### src/rtl/lfsr_cfg_master_if.sv
// LFSR configuration port: write strobe/data out, done/readback in,
// plus the run enable the master gates.
interface lfsr_cfg_master_if #(
  parameter int WORD_BITS = 24
);
  logic                 config_sel_o;
  logic                 config_rdy_o;
  logic [WORD_BITS-1:0] config_data_o;
  logic                 config_done_i;
  logic [WORD_BITS-1:0] config_data_i;
  logic                 lfsr_en_o;

  modport master (
    output config_sel_o,
    output config_rdy_o,
    output config_data_o,
    output lfsr_en_o,
    input  config_done_i,
    input  config_data_i
  );

  modport slave (
    input  config_sel_o,
    input  config_rdy_o,
    input  config_data_o,
    input  lfsr_en_o,
    output config_done_i,
    output config_data_i
  );
endinterface

### src/rtl/lfsr_cfg_master.sv
// Host byte stream -> LFSR seed/stop words, with write,
// readback verify, ok/err status and run gating.
module lfsr_cfg_master #(
  parameter int WORD_BITS   = 24,
  parameter int TIMEOUT_CYC = 8
) (
  input  logic       clk_i,
  input  logic       reset_i,
  input  logic       byte_valid_i,
  input  logic [7:0] byte_data_i,
  output logic       byte_ready_o,
  input  logic       run_i,
  lfsr_cfg_master_if.master lfsr,
  output logic       busy_o,
  output logic       cfg_ok_o,
  output logic       cfg_err_o,
  output logic [1:0] err_code_o,
  output logic       seed_loaded_o,
  output logic       stop_loaded_o
);
  localparam int TW = (TIMEOUT_CYC > 2) ? $clog2(TIMEOUT_CYC) : 1;
  localparam logic [TW-1:0] TMO_LAST = TW'(TIMEOUT_CYC - 1);

  typedef enum logic [1:0] {
    S_IDLE,
    S_DATA,
    S_WRITE,
    S_WAIT
  } state_e;

  state_e               state_q, state_d;
  logic [1:0]           cnt_q, cnt_d;
  logic [WORD_BITS-1:0] word_q, word_d;
  logic [WORD_BITS-1:0] data_q, data_d;
  logic [TW-1:0]        tmo_q, tmo_d;
  logic                 sel_q, sel_d;
  logic                 rdy_q, rdy_d;
  logic                 ready_q, ready_d;
  logic                 busy_q, busy_d;
  logic                 ok_q, ok_d;
  logic                 err_q, err_d;
  logic [1:0]           code_q, code_d;
  logic                 seed_q, seed_d;
  logic                 stop_q, stop_d;
  logic                 en_q, en_d;
  logic                 accept;

  assign accept = byte_valid_i & ready_q;

  always_comb begin
    state_d = state_q;
    cnt_d   = cnt_q;
    word_d  = word_q;
    data_d  = data_q;
    tmo_d   = tmo_q;
    sel_d   = sel_q;
    rdy_d   = 1'b0;
    ok_d    = 1'b0;
    err_d   = 1'b0;
    code_d  = code_q;
    seed_d  = seed_q;
    stop_d  = stop_q;
    unique case (state_q)
      S_IDLE: begin
        if (accept) begin
          if (byte_data_i == 8'hA0 || byte_data_i == 8'hA1) begin
            sel_d   = byte_data_i[0];
            cnt_d   = 2'd0;
            state_d = S_DATA;
          end else begin
            err_d  = 1'b1;
            code_d = 2'b01;
          end
        end
      end
      S_DATA: begin
        if (accept) begin
          word_d = {word_q[WORD_BITS-9:0], byte_data_i};
          cnt_d  = cnt_q + 2'd1;
          if (cnt_q == 2'd2) begin
            data_d  = word_d;
            rdy_d   = 1'b1;
            state_d = S_WRITE;
          end
        end
      end
      S_WRITE: begin
        tmo_d   = '0;
        state_d = S_WAIT;
      end
      S_WAIT: begin
        if (lfsr.config_done_i) begin
          if (lfsr.config_data_i == data_q) begin
            ok_d = 1'b1;
            if (sel_q) stop_d = 1'b1;
            else       seed_d = 1'b1;
          end else begin
            err_d  = 1'b1;
            code_d = 2'b11;
            if (sel_q) stop_d = 1'b0;
            else       seed_d = 1'b0;
          end
          state_d = S_IDLE;
        end else if (tmo_q == TMO_LAST) begin
          err_d  = 1'b1;
          code_d = 2'b10;
          if (sel_q) stop_d = 1'b0;
          else       seed_d = 1'b0;
          state_d = S_IDLE;
        end else begin
          tmo_d = tmo_q + 1'b1;
        end
      end
      default: state_d = S_IDLE;
    endcase
    ready_d = (state_d == S_IDLE) || (state_d == S_DATA);
    busy_d  = (state_d != S_IDLE);
    // Enable follows the current state so a new header drops it
    en_d = run_i & seed_q & stop_q & (state_q == S_IDLE);
  end

  always_ff @(posedge clk_i) begin
    if (reset_i) begin
      state_q <= S_IDLE;
      cnt_q   <= '0;
      word_q  <= '0;
      data_q  <= '0;
      tmo_q   <= '0;
      sel_q   <= 1'b0;
      rdy_q   <= 1'b0;
      ready_q <= 1'b0;
      busy_q  <= 1'b0;
      ok_q    <= 1'b0;
      err_q   <= 1'b0;
      code_q  <= '0;
      seed_q  <= 1'b0;
      stop_q  <= 1'b0;
      en_q    <= 1'b0;
    end else begin
      state_q <= state_d;
      cnt_q   <= cnt_d;
      word_q  <= word_d;
      data_q  <= data_d;
      tmo_q   <= tmo_d;
      sel_q   <= sel_d;
      rdy_q   <= rdy_d;
      ready_q <= ready_d;
      busy_q  <= busy_d;
      ok_q    <= ok_d;
      err_q   <= err_d;
      code_q  <= code_d;
      seed_q  <= seed_d;
      stop_q  <= stop_d;
      en_q    <= en_d;
    end
  end

  assign byte_ready_o       = ready_q;
  assign busy_o             = busy_q;
  assign cfg_ok_o           = ok_q;
  assign cfg_err_o          = err_q;
  assign err_code_o         = code_q;
  assign seed_loaded_o      = seed_q;
  assign stop_loaded_o      = stop_q;
  assign lfsr.config_sel_o  = sel_q;
  assign lfsr.config_rdy_o  = rdy_q;
  assign lfsr.config_data_o = data_q;
  assign lfsr.lfsr_en_o     = en_q;
endmodule

### src/flat_wrapper.sv
// flat-port wrapper written by rule: the top's interface ports become plain ports
module lfsr_cfg_master_flat 
#(
  parameter int WORD_BITS   = 24,
  parameter int TIMEOUT_CYC = 8
)
  (clk_i, reset_i, byte_valid_i, byte_data_i, byte_ready_o, run_i, busy_o, cfg_ok_o, cfg_err_o, err_code_o, seed_loaded_o, stop_loaded_o, lfsr_config_sel_o, lfsr_config_rdy_o, lfsr_config_data_o, lfsr_lfsr_en_o, lfsr_config_done_i, lfsr_config_data_i);
  lfsr_cfg_master_if #(.WORD_BITS(WORD_BITS)) lfsr_i ();
  input  logic clk_i;
  input  logic reset_i;
  input  logic byte_valid_i;
  input  logic [7:0] byte_data_i;
  output logic byte_ready_o;
  input  logic run_i;
  output logic busy_o;
  output logic cfg_ok_o;
  output logic cfg_err_o;
  output logic [1:0] err_code_o;
  output logic seed_loaded_o;
  output logic stop_loaded_o;
  output wire logic [$bits(lfsr_i.config_sel_o)-1:0] lfsr_config_sel_o;
  output wire logic [$bits(lfsr_i.config_rdy_o)-1:0] lfsr_config_rdy_o;
  output wire logic [$bits(lfsr_i.config_data_o)-1:0] lfsr_config_data_o;
  output wire logic [$bits(lfsr_i.lfsr_en_o)-1:0] lfsr_lfsr_en_o;
  input wire logic [$bits(lfsr_i.config_done_i)-1:0] lfsr_config_done_i;
  input wire logic [$bits(lfsr_i.config_data_i)-1:0] lfsr_config_data_i;
  assign lfsr_config_sel_o = lfsr_i.config_sel_o;
  assign lfsr_config_rdy_o = lfsr_i.config_rdy_o;
  assign lfsr_config_data_o = lfsr_i.config_data_o;
  assign lfsr_lfsr_en_o = lfsr_i.lfsr_en_o;
  assign lfsr_i.config_done_i = lfsr_config_done_i;
  assign lfsr_i.config_data_i = lfsr_config_data_i;
  lfsr_cfg_master #(.WORD_BITS(WORD_BITS), .TIMEOUT_CYC(TIMEOUT_CYC)) u_core (.clk_i(clk_i), .reset_i(reset_i), .byte_valid_i(byte_valid_i), .byte_data_i(byte_data_i), .byte_ready_o(byte_ready_o), .run_i(run_i), .lfsr(lfsr_i), .busy_o(busy_o), .cfg_ok_o(cfg_ok_o), .cfg_err_o(cfg_err_o), .err_code_o(err_code_o), .seed_loaded_o(seed_loaded_o), .stop_loaded_o(stop_loaded_o));
endmodule
### config.mk
export PLATFORM = sky130hd
export DESIGN_NAME = lfsr_cfg_master_flat
export DESIGN_NICKNAME = d
export VERILOG_FILES = /design/src/rtl/lfsr_cfg_master_if.sv /design/src/rtl/lfsr_cfg_master.sv /design/src/flat_wrapper.sv
export SDC_FILE = /design/constraint.sdc
export NUM_CORES = 1
export LEC_CHECK = 0
export ABC_CLOCK_PERIOD_IN_PS = 2550
export BUFFER_PORTS_ARGS = -buffer_cell sky130_fd_sc_hd__buf_2
export CAP_MARGIN = 15
export CORE_MARGIN = 4
export CORE_UTILIZATION = 52
export CTS_CLUSTER_DIAMETER = 150
export CTS_CLUSTER_SIZE = 8
export DETAILED_ROUTE_END_ITERATION = 7
export PLACE_DENSITY_LB_ADDON = 0.2
export SETUP_SLACK_MARGIN = 0.02
export SYNTH_ARGS = -nofsm -noshare
export SYNTH_HDL_FRONTEND = slang
export SYNTH_SLANG_ARGS = --single-unit
### constraint.sdc
create_clock -name clk_i -period 2.55 [get_ports clk_i]
set_clock_uncertainty 0.15 [all_clocks]
set_input_delay 0.255 -clock clk_i [delete_from_list [all_inputs] [get_ports clk_i]]
set_output_delay 0.255 -clock clk_i [all_outputs]
set_load 0.02 [all_outputs]
# Yosys cells after proc, flatten, opt, wreduce, memory -nomap -nowiden
# Cells that the tools add are included.
[totals]
reg_bits = 58
output_inout_bits = 35
word_cells = 101
[op_classes]
add_sub_neg = 2
n_eq_ne = 19
mux = 38
n_bitwise = 8
n_reduce_logical = 19
[op_table]
columns = ["cell", "count"]
rows = [
  ["$mux 2", 14],
  ["$eq 24x24->1", 1],
  ["$mux 1", 17],
  ["$eq 8x8->1 const B", 2],
  ["$reduce_and 3->1", 5],
  ["$reduce_bool 2->1", 5],
  ["$pmux 2 s2", 2],
  ["$pmux 2 s4", 1],
  ["$eq 2x2->1 const B", 3],
  ["$mux 3", 2],
  ["$ne 2x1->1 const B", 3],
  ["$ne 2x2->1 const B", 3],
  ["$ne 3x2->1 const B", 2],
  ["$ne 3x3->1 const B", 2],
  ["$pmux 3 s2", 1],
  ["$reduce_or 3->1", 2],
  ["$reduce_and 5->1", 1],
  ["$and 1x1->1", 4],
  ["$eq 2x1->1 const B", 2],
  ["$logic_not 2->1", 2],
  ["$not 1->1", 4],
  ["$reduce_and 4->1", 1],
  ["$add 3x1->3 const B", 1],
  ["$eq 3x3->1 const B", 1],
  ["4 further kinds", 5],
]

# Logic depth before layout (Yosys ltp)
# Gate-level depths: netlist (run 1).
[logic_depth]
ltp_word = 7
ltp_mapped = 9
mapped_depth_nobuf = 7

# Least setup slack after synthesis (run 1)
# OpenSTA, ideal clock, no wires.
[synth_timing]
kind = "register to register"
startpoint = "register u_core.data_q[9], in the netlist u_core.lfsr.config_data_o[9]"
endpoint = "register u_core.err_q, in the netlist u_core.cfg_err_o"
setup_time_ns = 0.136
arrival_time_ns = 1.647
path_slack_ns = 0.617
path_stages_with_launch = 6
n_path_buf = 0
synth_period_minus_slack_ns = 1.933
path_cell_list = "dfxtp_1 > xnor2_1 > nand2_1 > or4_1 > nor4_2 > o32ai_1"
[synth_between]
elab_chain_cells = 4
[synth_lines]
columns = ["element", "line_no", "rtl"]
rows = [
  ["start, declared", "lfsr_cfg_master.sv:34", "logic [WORD_BITS-1:0] data_q, data_d;"],
  ["start signal, assigned", "lfsr_cfg_master.sv:143", "data_q <= data_d;"],
  ["$eq 24x24->1", "lfsr_cfg_master.sv:93", "if (lfsr.config_data_i == data_q) begin"],
  ["$mux 1", "lfsr_cfg_master.sv:93", ""],
  ["$mux 1", "lfsr_cfg_master.sv:92", "if (lfsr.config_done_i) begin"],
  ["$pmux 1 s2", "lfsr_cfg_master.sv:63", "unique case (state_q)"],
  ["end signal, assigned", "lfsr_cfg_master.sv:150", "err_q <= err_d;"],
  ["end, declared", "lfsr_cfg_master.sv:41", "logic err_q, err_d;"],
]
# No other way between the ends.
# A chain may end at the register's enable or synchronous reset.

# Worst setup path in the final report (run 1)
[layout_timing]
startpoint = "register u_core.state_q[1]"
endpoint = "register u_core.cnt_q[1]"
[layout_between]
elab_chain_cells = 3
[layout_lines]
columns = ["element", "line_no", "rtl"]
rows = [
  ["start, declared", "lfsr_cfg_master.sv:31", "state_e state_q, state_d;"],
  ["start signal, assigned", "lfsr_cfg_master.sv:140", "state_q <= state_d;"],
  ["$eq 2x1->1 / $logic_not 2->1 (equally long branches)", "lfsr_cfg_master.sv:63", ""],
  ["$ne 2x1->1 (no line) / $reduce_bool 2->1 (equally long branches)", "n/a", ""],
  ["$reduce_and 4->1 (no line)", "n/a", ""],
  ["end signal, assigned", "lfsr_cfg_master.sv:141", "cnt_q <= cnt_d;"],
  ["end, declared", "lfsr_cfg_master.sv:32", "logic [1:0] cnt_q, cnt_d;"],
]
# Several ways; a longest one is shown, not always the timed one.

==> results of run 1 <==
-- worst max-delay path, stage by stage, from the launching register on --
cell and delay, ns:
dfxtp_1 0.33, inv_1 0.10, ha_1 0.27, and3_1 0.41
a21boi_0 0.24, or3b_1 0.40, a21oi_1 0.14
-- metrics by stage --
stage | util | area [sq um]
floorplan | - | 2590
global placement | 0.627 | 3000
detailed placement | 0.627 | 3000
CTS | 0.673 | 3220
global route | 0.673 | 3220
finish | 0.673 | 3220
-- final cells by class --
type / instances / area, sq um / area share
flip-flops and latches: 58 / 1160 / 0.361
repair buffers: 75 / 385 / 0.120
clock buffers: 11 / 141 / 0.0439
clock inverters: 5 / 77.6 / 0.0241
inverters: 6 / 22.5 / 0.00700
multi-input cells: 235 / 1350 / 0.419
well taps: 67 / 83.8 / 0.0260
-- layout by cell type (no fill, tap or decap), types with 3 or more instances in the layout --
cell	instances
nand2_1	90
buf_2	71
dfxtp_1	58
a21oi_1	46
xnor2_1	13
xor2_1	13
clkbuf_8	10
nor2_1	8
nand4_1	7
ha_1	7
inv_1	6
nand3_1	6
nor3b_1	5
nor4_1	5
and3_1	4
buf_4	4
a31oi_1	3
-- path summary, 6_finish.rpt --
path | startpoint | to | slack [ns] | cells past startpoint
worst max-delay path | u_core.state_q[1]$_SDFF_PP0_ | u_core.cnt_q[1]$_SDFFE_PP0P_ | 0.45 | 6
worst max register to register | u_core.state_q[1]$_SDFF_PP0_ | u_core.cnt_q[1]$_SDFFE_PP0P_ | 0.45 | 6
worst min-delay path | run_i | u_core.lfsr.lfsr_en_o$_SDFF_PP0_ | 0.03 | 2
worst min register to register | u_core.cnt_q[1]$_SDFFE_PP0P_ | u_core.cnt_q[1]$_SDFFE_PP0P_ | 0.31 | 2
-- registers in the layout, indices dropped and copies added (netlist names) --
| name | count |
|---|---|
| u_core.busy_o | 1 |
| u_core.byte_ready_o | 1 |
| u_core.cfg_err_o | 1 |
| u_core.cfg_ok_o | 1 |
| u_core.cnt_q | 2 |
| u_core.err_code_o | 2 |
| u_core.lfsr.config_data_o | 24 |
| u_core.lfsr.config_rdy_o | 1 |
| u_core.lfsr.config_sel_o | 1 |
| u_core.lfsr.lfsr_en_o | 1 |
| u_core.seed_loaded_o | 1 |
| u_core.state_q | 2 |
| u_core.stop_loaded_o | 1 |
| u_core.tmo_q | 3 |
| u_core.word_q | 16 |
-- layer usage --
metal | share of wire | wire length, um
met1 | 0.47 | 3140
met2 | 0.44 | 2940
met3 | 0.080 | 536
met4 | 0.017 | 117
met5 | 0 | 0
-- cell families (layout without fill, tap and decap cells) --
family | after synthesis | in the layout | synth area share
flip-flops | 58 | 58 | 0.448
XOR/XNOR | 26 | 26 | 0.0879
AND/OR/NAND/NOR | 134 | 134 | 0.240
adder cells (fa/ha/maj) | 7 | 7 | 0.0338
multiplexers | 3 | 3 | 0.0126
AO/OA/AOI/OAI | 65 | 65 | 0.146
buffers and inverters | 21 | 97 | 0.0314
-- power by group through the flow --
stage / logic (mW) / clock network, mW / registers [mW]
global route: 0.117 / 0.993 / 0.913
global placement: 0.106 / 0 / 0.933
finish: 0.107 / 0.928 / 0.913
detailed placement: 0.105 / 0 / 0.933
floorplan: 0.0479 / 0 / 0.937
CTS: 0.106 / 0.945 / 0.913
==> results.json, run 1 <==
{
  "dieArea_sq_mm": 0.00617,
  "rsz0062_at_grt": "false",
  "syn_nets": 358,
  "initial_core_util": 0.541,
  "yosys_warnings": 0,
  "drc": 0,
  "p_int_mw": 1.53,
  "die_height_um": 78.6,
  "yosysTopAreaCell": "dfxtp_1",
  "grt_max_degree": 46,
  "num_vias": 2430,
  "p_comb_frac": 0.055,
  "fin_crit_sh": 0.824,
  "cts.path.max_buffers": 2,
  "htree_levels": 3,
  "use_met3": 0.0700,
  "fill_cells": 426,
  "startpoint_type": "register",
  "clk-insertion-delay-late_ns": 0.33,
  "pwr_density_cell_mw_per_mm2": 605,
  "leakage_nw": 1.34,
  "antenna_cells": 0,
  "drtIter0Drc": 193,
  "hold_slack_ns": 0.0271,
  "row_count": 25,
  "tritoncts": "yes",
  "synth-edff-count": 0,
  "synth_flop_cell": "dfxtp_1",
  "cp.arrival_ns": 2.22,
  "cts_buffers": 9,
  "tightest_slew_ns": 0.635,
  "gr-usage-met2": 0.341,
  "max-slew-margin-rel": 0.576,
  "routed_wl_mm": 6.73,
  "grt_use_met1": 0.335,
  "place_hpwl_mm": 4.94,
  "seq_area_frac_synth": 0.448,
  "status": "finished, final reports clean",
  "numClockSinks": 58,
  "ant_nets": 0,
  "async_flop_share": 0,
  "die_x_um": 78.6,
  "cts_resized": 0,
  "antenna_found_initial": 0,
  "layout.nets": 429,
  "drv_slew": 0,
  "fmax_mhz": 476,
  "ys_top_cells_by_area": "dfxtp_1 (45%), nand2_1 (13%), a21oi_1 (8.9%)",
  "syn2layout_area_growth_pct": 24.3,
  "wire_per_inst_um": 14.7,
  "seq_power_share": 0.469,
  "power.switching_mw": 0.420,
  "hold_class": "in2reg",
  "root_buffer": "clkbuf_8",
  "synth-seq-cells": 58,
  "yosysTopAreaCellShare": 0.448,
  "ys_types": 41,
  "layout-drive-gt1-share": 0.246,
  "clkSlewWorstSetupHoldPaths_ns": 0.06,
  "io_pins": 72,
  "postCtsSetupBuffers": 0,
  "grt_pass1_wl_mm": 11.4,
  "worstSetupPathType": "reg2reg",
  "fin_total_pwr_mw": 1.95,
  "grt_most_used_layer": "met2",
  "grt_use_total": 0.238,
  "clkPwrFrac": 0.476,
  "setup_viol": 0,
  "portBuffers": 71,
  "avgSynthCellArea_sq_um": 8.25,
  "final_hold_viol_count": 0,
  "overflow": 0,
  "stdcell_count": 457,
  "dp_cells": 441,
  "path_max_fanout": 11,
  "netlist_area_sq_mm": 0.00259,
  "via_per_inst": 5.32,
  "cts_hold_buf": 0,
  "drv_cap": 0,
  "p_sw_frac": 0.216,
  "synthTopCellsByCount": "nand2_1 (90), dfxtp_1 (58), a21oi_1 (46)",
  "ir_worst_vdd_mv": 0.370,
  "core-area_sq_mm": 0.00479,
  "grt_pass1_vias": 2374,
  "routabilityCongestion": 0.840,
  "syn-instance-count": 314,
  "critPathRequiredTime_ns": 2.66,
  "dp_slack_ns": 0.443,
  "finalSetupTns_ns": 0,
  "min_period_ns": 2.10,
  "finalWorstSetupSlack_ns": 0.448,
  "yosysMostFrequentCell": "nand2_1",
  "end_kind": "register",
  "dr.pass1.iters": 4
}
Power figures use the tool's default switching activity.
==> run 2: changes to the inputs <==
--- a/config.mk
+++ b/config.mk
@@ -5,11 +5,11 @@
 export SDC_FILE = /design/constraint.sdc
 export NUM_CORES = 1
 export LEC_CHECK = 0
-export ABC_CLOCK_PERIOD_IN_PS = 2550
+export ABC_CLOCK_PERIOD_IN_PS = 1900
 export BUFFER_PORTS_ARGS = -buffer_cell sky130_fd_sc_hd__buf_2
 export CAP_MARGIN = 15
 export CORE_MARGIN = 4
-export CORE_UTILIZATION = 52
+export CORE_UTILIZATION = 47
 export CTS_CLUSTER_DIAMETER = 150
 export CTS_CLUSTER_SIZE = 8
 export DETAILED_ROUTE_END_ITERATION = 7
==> constraint.sdc (replaced) <==
create_clock -name clk_i -period 1.9 [get_ports clk_i]
set_clock_uncertainty 0.15 [all_clocks]
set_input_delay 0.19 -clock clk_i [delete_from_list [all_inputs] [get_ports clk_i]]
set_output_delay 0.19 -clock clk_i [all_outputs]
set_load 0.02 [all_outputs]
==> run 2 against run 1 <==
Effect of this change:
- via count increased by 5.5%
- critical path type is now in2reg
- routed wire length increased by 5.6%
- largest power group is now sequential cells
- highest routed layer unchanged
- power increased by 28%
- sequential cell count unchanged
==> results.json, run 2 (synthesized netlist as in run 1, its figures left out) <==
{
  "tritoncts": "yes",
  "grt_pass1_vias": 2391,
  "worstSetupPathType": "in2reg",
  "cts_buffers": 9,
  "routabilityCongestion": 0.817,
  "most-common-layout-cells": "nand2_1 (90), buf_2 (71), dfxtp_1 (54)",
  "path_max_fanout": 3,
  "die_x_um": 82.2,
  "via_per_inst": 5.23,
  "portBuffers": 71,
  "end_kind": "register",
  "cp.arrival_ns": 1.94,
  "cts.path.max_buffers": 2,
  "final_hold_viol_count": 0,
  "num_vias": 2563,
  "grt_max_degree": 42,
  "overflow": 0,
  "drv_slew": 0,
  "grt_pass1_wl_mm": 11.0,
  "layout-drive-gt1-share": 0.338,
  "worstPathCellList": "dlygate4sd3_1 -> buf_2 -> nor4b_4 -> buf_4 -> a21bo_4 -> a22oi_1 -> o221a_2 -> o21a_1",
  "dp_cells": 464,
  "seq_power_share": 0.493,
  "p_comb_frac": 0.073,
  "drv_cap": 0,
  "final_common_cell": "nand2_1",
  "io_pins": 72,
  "fmax_mhz": 540,
  "syn2layout_area_growth_pct": 39.5,
  "status": "finished, final reports clean",
  "ff2ff_setup_slack_ns": 0.07,
  "stdcell_count": 490,
  "clkSlewWorstSetupHoldPaths_ns": 0.07,
  "critPathRequiredTime_ns": 1.99,
  "grt_use_total": 0.218,
  "leakage_nw": 1.53,
  "layout.nets": 459,
  "row_count": 26,
  "drc": 0,
  "place_hpwl_mm": 5.14,
  "clk-insertion-delay-late_ns": 0.34,
  "drtIter0Drc": 171,
  "finalSetupTns_ns": 0,
  "htree_levels": 3,
  "root_buffer": "clkbuf_8",
  "slowest_stage": "dlygate4sd3_1",
  "die_height_um": 82.2,
  "startpoint_type": "input port",
  "p_sw_frac": 0.235,
  "power.switching_mw": 0.584,
  "hold_slack_ns": 0.0177,
  "setup_viol": 0,
  "min_period_ns": 1.85,
  "ant_nets": 0,
  "pwr_density_cell_mw_per_mm2": 688,
  "ir_worst_vdd_mv": 0.485,
  "numClockSinks": 58,
  "hold_class": "in2reg",
  "clkPwrFrac": 0.434,
  "core-area_sq_mm": 0.00524,
  "critPathBufInv": 3,
  "tightest_slew_ns": 0.445,
  "antenna_cells": 0,
  "dieArea_sq_mm": 0.00676,
  "routed_wl_mm": 7.11,
  "p_int_mw": 1.90,
  "largest_reg_flops": 24,
  "max-slew-margin-rel": 0.703,
  "dr.pass1.iters": 4,
  "initial_core_util": 0.495,
  "path_delay_family": "buffers and inverters",
  "fin_crit_sh": 0.975,
  "antenna_found_initial": 0,
  "fin_total_pwr_mw": 2.49,
  "max_stage_delay_ns": 0.53,
  "wire_per_inst_um": 14.5
}
-- run 2: changes by cell type in the layout (fill, tap and decap cells not counted), moves of 3 or more --
cell	before	now
buf_4	4	23
dfxtp_2	0	4
ha_4	0	3
ha_1	7	2
xnor2_2	0	6
dfxtp_1	58	54
xnor2_1	13	7
dlygate4sd3_1	0	9
-- run 2: worst min-delay path: cells and delay by family --
kind                   cells  cell delay, ns
AND/OR/NAND/NOR            1            0.07
buffers and inverters      1            0.13
AO/OA/AOI/OAI              1            0.06
-- run 2: path summary, 6_finish.rpt --
check / from / end / cells after the start
worst min register to register: u_core.word_q[15]$_SDFFE_PP0P_ / u_core.lfsr.config_data_o[23]$_SDFFE_PP0P_ / 2
worst min-delay path: byte_data_i[1] / u_core.lfsr.config_data_o[1]$_SDFFE_PP0P_ / 3
worst max register to register: u_core.state_q[0]$_SDFF_PP0_ / u_core.err_code_o[0]$_SDFFE_PP0P_ / 7
worst max-delay path: byte_data_i[3] / u_core.err_code_o[1]$_SDFFE_PP0P_ / 8
-- run 2: metrics by stage --
step	utilization	setup WS, ns	cell area, sq um
floorplan	-	0.0451	2590
global placement	0.605	-0.0423	3170
detailed placement	0.605	-0.0738	3170
CTS	0.661	0.0204	3460
global route	0.690	-0.0196	3610
finish	0.690	0.0478	3610
-- run 2: power by group through the flow --
stage	combinational [mW]	sequential (mW)	clock, mW
after floorplan	0.0643	1.26	0
after global placement	0.150	1.25	0
final	0.181	1.23	1.08
after global routing	0.193	1.22	1.15
after detailed placement	0.151	1.25	0
after CTS	0.167	1.23	1.10
-- run 2: layer usage --
metal	GRT usage	wire length, um
met5	0	0
met4	0.106	175
met3	0.0423	525
met2	0.325	3150
met1	0.299	3260
-- run 2: cell type report --
type,count,area [sq um]
clock buffers,10,128
clock inverters,6,57.6
fillers,436,1620
inverters,6,22.5
multi-input cells,235,1500
flip-flops and latches,58,1170
well taps,70,87.6
repair buffers,105,653
-- run 2: repair_timing --
item,in CTS,in global routing
gates resized for setup,2,29
hold endpoints to repair,16,0
hold buffers,9,0
endpoints found under the setup margin,4,35
pin swaps,2,9
setup buffers,0,1
